### src/rtl/bridge_top.sv
// bridge_top: AHB-to-APB bridge with three APB slaves at 0x8000_0000, 0x8400_0000 and 0x8800_0000.
// Optional feature: define BRIDGE_ERR_RESP_EN to answer out-of-range AHB transfers with an ERROR response.
module bridge_top (
   input  logic        Hclk,
   input  logic        Hreset,
   input  logic        Hwrite,
   input  logic        Hreadyin,
   input  logic [1:0]  Htrans,
   input  logic [31:0] Haddr,
   input  logic [31:0] Hwdata,
   input  logic [31:0] Prdata,
   output logic        Hreadyout,
   output logic [1:0]  Hresp,
   output logic [31:0] Hrdata,
   output logic [2:0]  Pselx,
   output logic        Penable,
   output logic        Pwrite,
   output logic [31:0] Paddr,
   output logic [31:0] Pwdata
);

   localparam int unsigned AW = 32;
   localparam int unsigned DW = 32;
   localparam int unsigned SW = 3;

   typedef enum logic [2:0] {
      ST_IDLE,
      ST_READ,
      ST_RENABLE,
      ST_WWAIT,
      ST_WRITE,
      ST_WRITEP,
      ST_WENABLE,
      ST_WENABLEP
   } state_t;

   typedef struct packed {
      logic [SW-1:0] psel;
      logic          penable;
      logic          pwrite;
      logic [AW-1:0] paddr;
      logic [DW-1:0] pwdata;
      logic          hready;
   } apb_out_t;

   localparam apb_out_t APB_RST = '{
      psel:    SW'(0),
      penable: 1'b0,
      pwrite:  1'b0,
      paddr:   AW'(0),
      pwdata:  DW'(0),
      hready:  1'b1
   };

   state_t        state_q, state_d;
   apb_out_t      apb_q, apb_d;
   logic [AW-1:0] haddr1_q, haddr2_q;
   logic [DW-1:0] hwdata1_q;
   logic          hwritereg_q;
   logic [SW-1:0] tempselx_c;
   logic          valid_c;

   // One-hot slave decode on the top six address bits (64 MB windows).
   function automatic logic [SW-1:0] slave_sel(input logic [AW-1:0] addr);
      logic [SW-1:0] sel;
      sel = SW'(0);
      if (addr[31:26] == 6'b100000) begin
         sel = 3'b001;
      end else if (addr[31:26] == 6'b100001) begin
         sel = 3'b010;
      end else if (addr[31:26] == 6'b100010) begin
         sel = 3'b100;
      end
      return sel;
   endfunction

   assign tempselx_c = slave_sel(Haddr);
   assign valid_c    = Hreadyin && ((Htrans == 2'b10) || (Htrans == 2'b11)) && (tempselx_c != SW'(0));

   // Address needs two pipeline stages (write data is one phase behind); write data needs one.
   always_ff @(posedge Hclk) begin
      if (Hreset) begin
         haddr1_q    <= AW'(0);
         haddr2_q    <= AW'(0);
         hwdata1_q   <= DW'(0);
         hwritereg_q <= 1'b0;
      end else begin
         haddr1_q    <= Haddr;
         haddr2_q    <= haddr1_q;
         hwdata1_q   <= Hwdata;
         hwritereg_q <= Hwrite;
      end
   end

   always_ff @(posedge Hclk) begin
      if (Hreset) begin
         state_q <= ST_IDLE;
         apb_q   <= APB_RST;
      end else begin
         state_q <= state_d;
         apb_q   <= apb_d;
      end
   end

   // Next state and the APB/ready values that accompany each transition.
   always_comb begin
      state_d = state_q;
      apb_d   = apb_q;
      unique case (state_q)
         ST_IDLE, ST_RENABLE, ST_WENABLE: begin
            if (valid_c && !Hwrite) begin
               state_d       = ST_READ;
               apb_d.paddr   = Haddr;
               apb_d.pwrite  = 1'b0;
               apb_d.psel    = tempselx_c;
               apb_d.penable = 1'b0;
               apb_d.hready  = 1'b0;
            end else begin
               state_d       = valid_c ? ST_WWAIT : ST_IDLE;
               apb_d.psel    = SW'(0);
               apb_d.penable = 1'b0;
               apb_d.hready  = 1'b1;
            end
         end
         ST_READ: begin
            state_d       = ST_RENABLE;
            apb_d.penable = 1'b1;
            apb_d.hready  = 1'b1;
         end
         ST_WRITEP: begin
            state_d       = ST_WENABLEP;
            apb_d.penable = 1'b1;
            apb_d.hready  = 1'b1;
         end
         ST_WRITE: begin
            state_d       = valid_c ? ST_WENABLEP : ST_WENABLE;
            apb_d.penable = 1'b1;
            apb_d.hready  = 1'b1;
         end
         ST_WWAIT: begin
            // Write data arrives now, one cycle after its address.
            state_d       = valid_c ? ST_WRITEP : ST_WRITE;
            apb_d.paddr   = haddr1_q;
            apb_d.pwdata  = Hwdata;
            apb_d.pwrite  = 1'b1;
            apb_d.psel    = slave_sel(haddr1_q);
            apb_d.penable = 1'b0;
            apb_d.hready  = 1'b0;
         end
         ST_WENABLEP: begin
            // Pipelined transfer: the pending beat has moved two address stages deep.
            if (!hwritereg_q) begin
               state_d = ST_READ;
            end else begin
               state_d = valid_c ? ST_WRITEP : ST_WRITE;
            end
            apb_d.paddr   = haddr2_q;
            apb_d.pwdata  = hwdata1_q;
            apb_d.pwrite  = hwritereg_q;
            apb_d.psel    = slave_sel(haddr2_q);
            apb_d.penable = 1'b0;
            apb_d.hready  = 1'b0;
         end
      endcase
   end

`ifdef BRIDGE_ERR_RESP_EN
   logic [1:0] hresp_q;

   // ERROR for one cycle after an active transfer that hits no slave.
   always_ff @(posedge Hclk) begin
      if (Hreset) begin
         hresp_q <= 2'b00;
      end else if (Hreadyin && ((Htrans == 2'b10) || (Htrans == 2'b11)) && (tempselx_c == SW'(0))) begin
         hresp_q <= 2'b01;
      end else begin
         hresp_q <= 2'b00;
      end
   end

   assign Hresp = hresp_q;
`else
   assign Hresp = 2'b00;
`endif

   assign Hrdata    = Prdata;
   assign Hreadyout = apb_q.hready;
   assign Pselx     = apb_q.psel;
   assign Penable   = apb_q.penable;
   assign Pwrite    = apb_q.pwrite;
   assign Paddr     = apb_q.paddr;
   assign Pwdata    = apb_q.pwdata;

endmodule

### config.mk
export PLATFORM = sky130hd
export DESIGN_NAME = bridge_top
export DESIGN_NICKNAME = d
export VERILOG_FILES = /design/src/rtl/bridge_top.sv
export SDC_FILE = /design/constraint.sdc
export NUM_CORES = 1
export LEC_CHECK = 0
export BUFFER_PORTS_ARGS = -buffer_cell sky130_fd_sc_hd__buf_2
export CORE_UTILIZATION = 46
export DETAILED_ROUTE_END_ITERATION = 8
export PLACE_DENSITY = 0.76
export SLEW_MARGIN = 20
export SYNTH_ARGS = -nofsm -noshare
export SYNTH_HDL_FRONTEND = slang
export SYNTH_SLANG_ARGS = --single-unit
export TNS_END_PERCENT = 1
### constraint.sdc
create_clock -name Hclk -period 1.6 [get_ports Hclk]
set_clock_uncertainty 0.1 [all_clocks]
set_input_delay 0.16 -clock Hclk [delete_from_list [all_inputs] [get_ports Hclk]]
set_output_delay 0.16 -clock Hclk [all_outputs]
set_load 0.03 [all_outputs]
After elaboration in Yosys (flattened, before gate mapping)
Index checks and enable logic that the tools add are counted.
{"block": "totals", "ff_bits": 170, "latchBits": 0, "ram_bits": 0, "rom_bits": 0, "in_bits": 102, "out_inout_bits": 104, "elab_cells": 66, "memories": 0}
{"block": "classes", "addsub": 0, "mul": 0, "n_div": 0, "magnitude_cmp": 0, "eq_ne": 19, "n_shift": 0, "mux": 23, "n_bitwise": 0, "reduce_logical": 13}
{"op": "$pmux 33 s3", "n": 1}
{"op": "$pmux 32 s2", "n": 1}
{"op": "$eq 6x6->1 const B", "n": 9}
{"op": "$mux 33", "n": 1}
{"op": "$mux 3", "n": 10}
{"op": "$pmux 3 s6", "n": 1}
{"op": "$eq 3x3->1 const B", "n": 4}
{"op": "$pmux 3 s3", "n": 1}
{"op": "$eq 3x2->1 const B", "n": 2}
{"op": "$pmux 1 s3", "n": 2}
{"op": "$reduce_bool 3->1", "n": 2}
{"op": "$reduce_or 3->1", "n": 2}
{"op": "$eq 2x2->1 const B", "n": 2}
{"op": "$mux 2", "n": 2}
{"op": "$mux 4", "n": 1}
{"op": "$eq 3x1->1 const B", "n": 1}
{"op": "$logic_and 1x1->1", "n": 3}
{"op": "$logic_not 3->1", "n": 1}
{"op": "$mux 1", "n": 3}
{"op": "$ne 2x2->1 const B", "n": 1}
{"op": "$reduce_and 2->1", "n": 1}
{"op": "$reduce_bool 2->1", "n": 1}
{"op": "$reduce_or 2->1", "n": 1}
{"op": "$logic_not 1->1", "n": 1}
{"op": "$logic_or 1x1->1", "n": 1}

Depth between registers and ports, before layout
{"block": "depth", "ltp_word": 9, "depth_mapped": 7, "depth_no_buf": 4}

Least setup slack after synthesis
No wires, ideal clock.
{"block": "synth_timing", "path_kind": "register to register", "startpoint": "register state_q[2]", "endpoint": "register apb_q, in the netlist Pselx[0]", "setup_time_ps": 88, "t_arrival_ps": 1462, "required_time_ps": 1412, "setup_slack_ps": -50, "stages_incl_launch_ff": 6, "path_buffers": 1, "synth_period_minus_slack_ps": 1650, "path_cell_list": "dfxtp_1 buf_6 nor4_1 and2_1 or4b_1 a311oi_2"}
{"block": "synth_via", "elab_chain_cells": 3, "word_cells_on_any_way": 8, "cone_classes": "eq/ne (4); mux (1); reduce/logical (3)"}
{"item": "start, declared", "line": "55", "source": "state_t state_q, state_d;"}
{"item": "start signal, assigned", "line": "100", "source": "state_q <= state_d;"}
{"item": "$eq 3x2->1 (tied with other cells)", "line": "109", "source": "unique case (state_q)"}
{"item": "$reduce_or 3->1", "line": "109"}
{"item": "$pmux 3 s3 or $reduce_bool 3->1 (tied branches)"}
{"item": "end signal, assigned", "line": "101", "source": "apb_q <= apb_d;"}
{"item": "end, declared", "line": "56", "source": "apb_out_t apb_q, apb_d;"}
Several ways; a longest one is shown, not always the timed one.
A chain may end at the register's enable or synchronous reset.

Worst setup path in the final report
{"block": "layout_timing", "startpoint": "register haddr1_q[30]", "endpoint": "register apb_q, in the netlist Pselx[0]"}
{"block": "layout_via", "elab_chain_cells": 4, "word_cells_on_any_way": 5, "cone_classes": "eq/ne (2); mux (3)"}
{"item": "start, declared", "line": "57", "source": "logic [AW-1:0] haddr1_q, haddr2_q;"}
{"item": "start signal, assigned", "line": "88", "source": "haddr1_q <= Haddr;"}
{"item": "$eq 6x6->1", "line": "69", "source": "end else if (addr[31:26] == 6'b100001) begin"}
{"item": "$mux 3", "line": "69"}
{"item": "$mux 3 *", "line": "67", "source": "if (addr[31:26] == 6'b100000) begin"}
{"item": "$pmux 3 s3 *", "line": "109"}
Mark *: on every way between the ends. The rest lies on a longest branch, timed or not.

==> flow_summary.ini <==
[worst_setup_path]
crit_fanout = 3
path_cells = nor4_2 -> and2_1 -> or4b_4 -> a311oi_2
critPathLaunchType = flip-flop
end_kind = flip-flop
cp_data_required_time_ps = 1830
arrival_ps = 1840
critPathKind = reg -> reg
cpPeakStageDelay_ps = 470
cp_top_family = simple AND/OR/NAND/NOR gates
worst_path_max_delay_cell = or4b_4
crit_buf_inv = 0

[sta]
setup_ws_ps = -15.2
slew_viol_final = 0
grt_setup_unrepaired = true
period_share = 1.01
clock.fmax_ghz = 0.619
setup_viol = 1
layout_min_cycle_time_ps = 1620
hold_violations = 0

[yosys]
ys_dominant_reg_cell = dfxtp_1
avgSynthCellArea_um2 = 9.86
synthTopCellsByArea = dfxtp_1 (52%), nor2b_1 (9.3%), mux2i_1 (9.2%)
syn_area_um2 = 6510
ys_types = 36
synth-edff-count = 0
async_reset_ff_frac = 0
synthCells = 660
yosys_warnings = 0
synth-seq-cells = 170
yosysSeqAreaShare = 0.523
post-synth-top-area-fraction = 0.523
synth_top_cell_by_area = dfxtp_1

[power]
vdd_drop_max_mv = 0.695
power_leakage_nw = 3.33
pwr_density_cell_nw_per_um2 = 1050

[clock_network]
cts_buffers = 17
cts_tree = done
cts_buffer_depth = 2
clock-sinks = 170
worstSkewPairLatency_ps = 420
cts-root-buf = clkbuf_16
clkTransAtPathRegs_ps = 60
cts_max_level = 4

[routing]
dr.first_iter.drc_count = 312
wire_per_inst_um = 15.6
wirelength_um = 15800
drc = 0
antenna_left = 0
viasPerCell = 5.21
top_layer_used = met4
route.met3.wl_um = 1080
num_vias = 5276
dr_wl_met2_um = 7570
firstDrtPassIters = 4
drt-met1-wl_um = 6770

[status]
status = finished with violations
violations = negative setup slack

[floorplanning]
dieArea_um2 = 14600
fp.dieW_um = 121
die_h_um = 121
io-pin-count = 206
num_rows = 43
initial_core_util = 0.471
core_um2 = 13800

[grt]
grt_overflow_total = 0
grt_max_degree = 47
antenna_found_initial = 0
grt_use_total = 0.221
grt_pass1_vias = 5313
grt_pass1_wl_um = 25400

[finish]
syn2layout_area_growth_pct = 32.0
final_nets = 924
layout_common_cells = dfxtp_1 (167), buf_2 (137), nor2b_1 (97)
diodes = 0
drive_above_1_share = 0.256
layout_commonest_cell = dfxtp_1
seqCellArea_um2 = 3410
post-route-util = 0.621
n_fill_cell = 1149
multi_input_area_um2 = 2660

[place]
portBuffers = 138
dp_hpwl_um = 9810
place_congestion = 0.812
pre_cts_ws_ps = -5.71

[worst_hold_path]
min_path_type = in -> reg

[flow_run]
cap_violations = 0
[per-stage QoR]
| stage | instance area [µm²] | total power, mW | cells | TNS, ps | hold slack (ps) |
|---|---|---|---|---|---|
| 5_1_grt | 8590 | 9.35 | 1013 | -76.4 | 51.5 |
| 2_1_floorplan | 6510 | 4.86 | 661 | 0 | 188 |
| 4_1_cts | 8550 | 9.10 | 1012 | -9.12 | 34.5 |
| 6_report | 8590 | 9.05 | 1013 | -15.2 | 55.7 |
| 3_5_place_dp | 7260 | 4.89 | 916 | -5.71 | 220 |
| 3_3_place_gp | 7260 | 4.87 | 916 | 0 | 220 |
[registers in the layout, summed over array words and instances (netlist names)]
signal and count:
Paddr 32, Pwdata 32, haddr1_q 32, haddr2_q 32, hwdata1_q 32, Pselx 3
state_q 3, Hreadyout 1, Penable 1, Pwrite 1, hwritereg_q 1
[cells in the mapped netlist (3+ instances only)]
cell,count
buf_1,4
nor2b_1,97
buf_4,34
o21bai_1,3
mux2i_1,60
mux2_2,3
buf_2,14
clkbuf_1,35
nand2_1,35
nor2_1,38
dfxtp_1,170
a211oi_1,32
o2111ai_1,28
a21oi_1,38
inv_1,4
o21ai_0,35
nand4b_1,3
[path summary, 6_finish.rpt]
| path | depth (start not counted) | slack, ps | end | start |
|---|---|---|---|---|
| worst min-delay path | 2 | 60 | haddr2_q[15]$_SDFF_PP0_ | Hreset |
| worst min register to register | 1 | 360 | haddr2_q[22]$_SDFF_PP0_ | haddr1_q[22]$_SDFF_PP0_ |
| worst max register to register | 4 | -20 | Pselx[0]$_SDFFE_PP0P_ | haddr1_q[30]$_SDFF_PP0_ |
| worst max-delay path | 4 | -20 | Pselx[0]$_SDFFE_PP0P_ | haddr1_q[30]$_SDFF_PP0_ |
[cell type report]
| type | count | area share |
|---|---|---|
| Sequential cell | 170 | 0.397 |
| Multi-Input combinational cell | 399 | 0.309 |
| Timing Repair Buffer | 230 | 0.196 |
| Clock buffer | 23 | 0.0593 |
| Tap cell | 180 | 0.0262 |
| Clock inverter | 7 | 0.0102 |
| Inverter | 4 | 0.00175 |
[cells by family after synthesis]
kind of cell	count (synthesis)	share of synthesized area
compound gates	143	0.144
buf+inv	92	0.0765
flops	170	0.523
mux	63	0.0975
other cells	1	0.000576
simple gates	191	0.158
[layer usage]
layer | vias up | GRT usage
met2 | 189 | 0.367
met1 | 2474 | 0.263
met5 | - | 0
met3 | 34 | 0.0616
met4 | 0 | 0.106
li1 | 2579 | -
[what timing repair did]
action | in CTS | in global routing
gates resized for setup | 4 | 9
buffers inserted | 0 | 1
endpoints found under the hold margin | 102 | 0
pin swaps | 0 | 2
gates cloned | 1 | 0
hold buffers | 65 | 0
endpoints found under the setup margin | 2 | 34
[power breakdown]
part | switching (mW) | internal, mW
Clock | 1.58 | 2.53
Sequential | 0.0495 | 4.36
Combinational | 0.235 | 0.298
Total | 1.87 | 7.19
(Power assumes the default switching activity.)
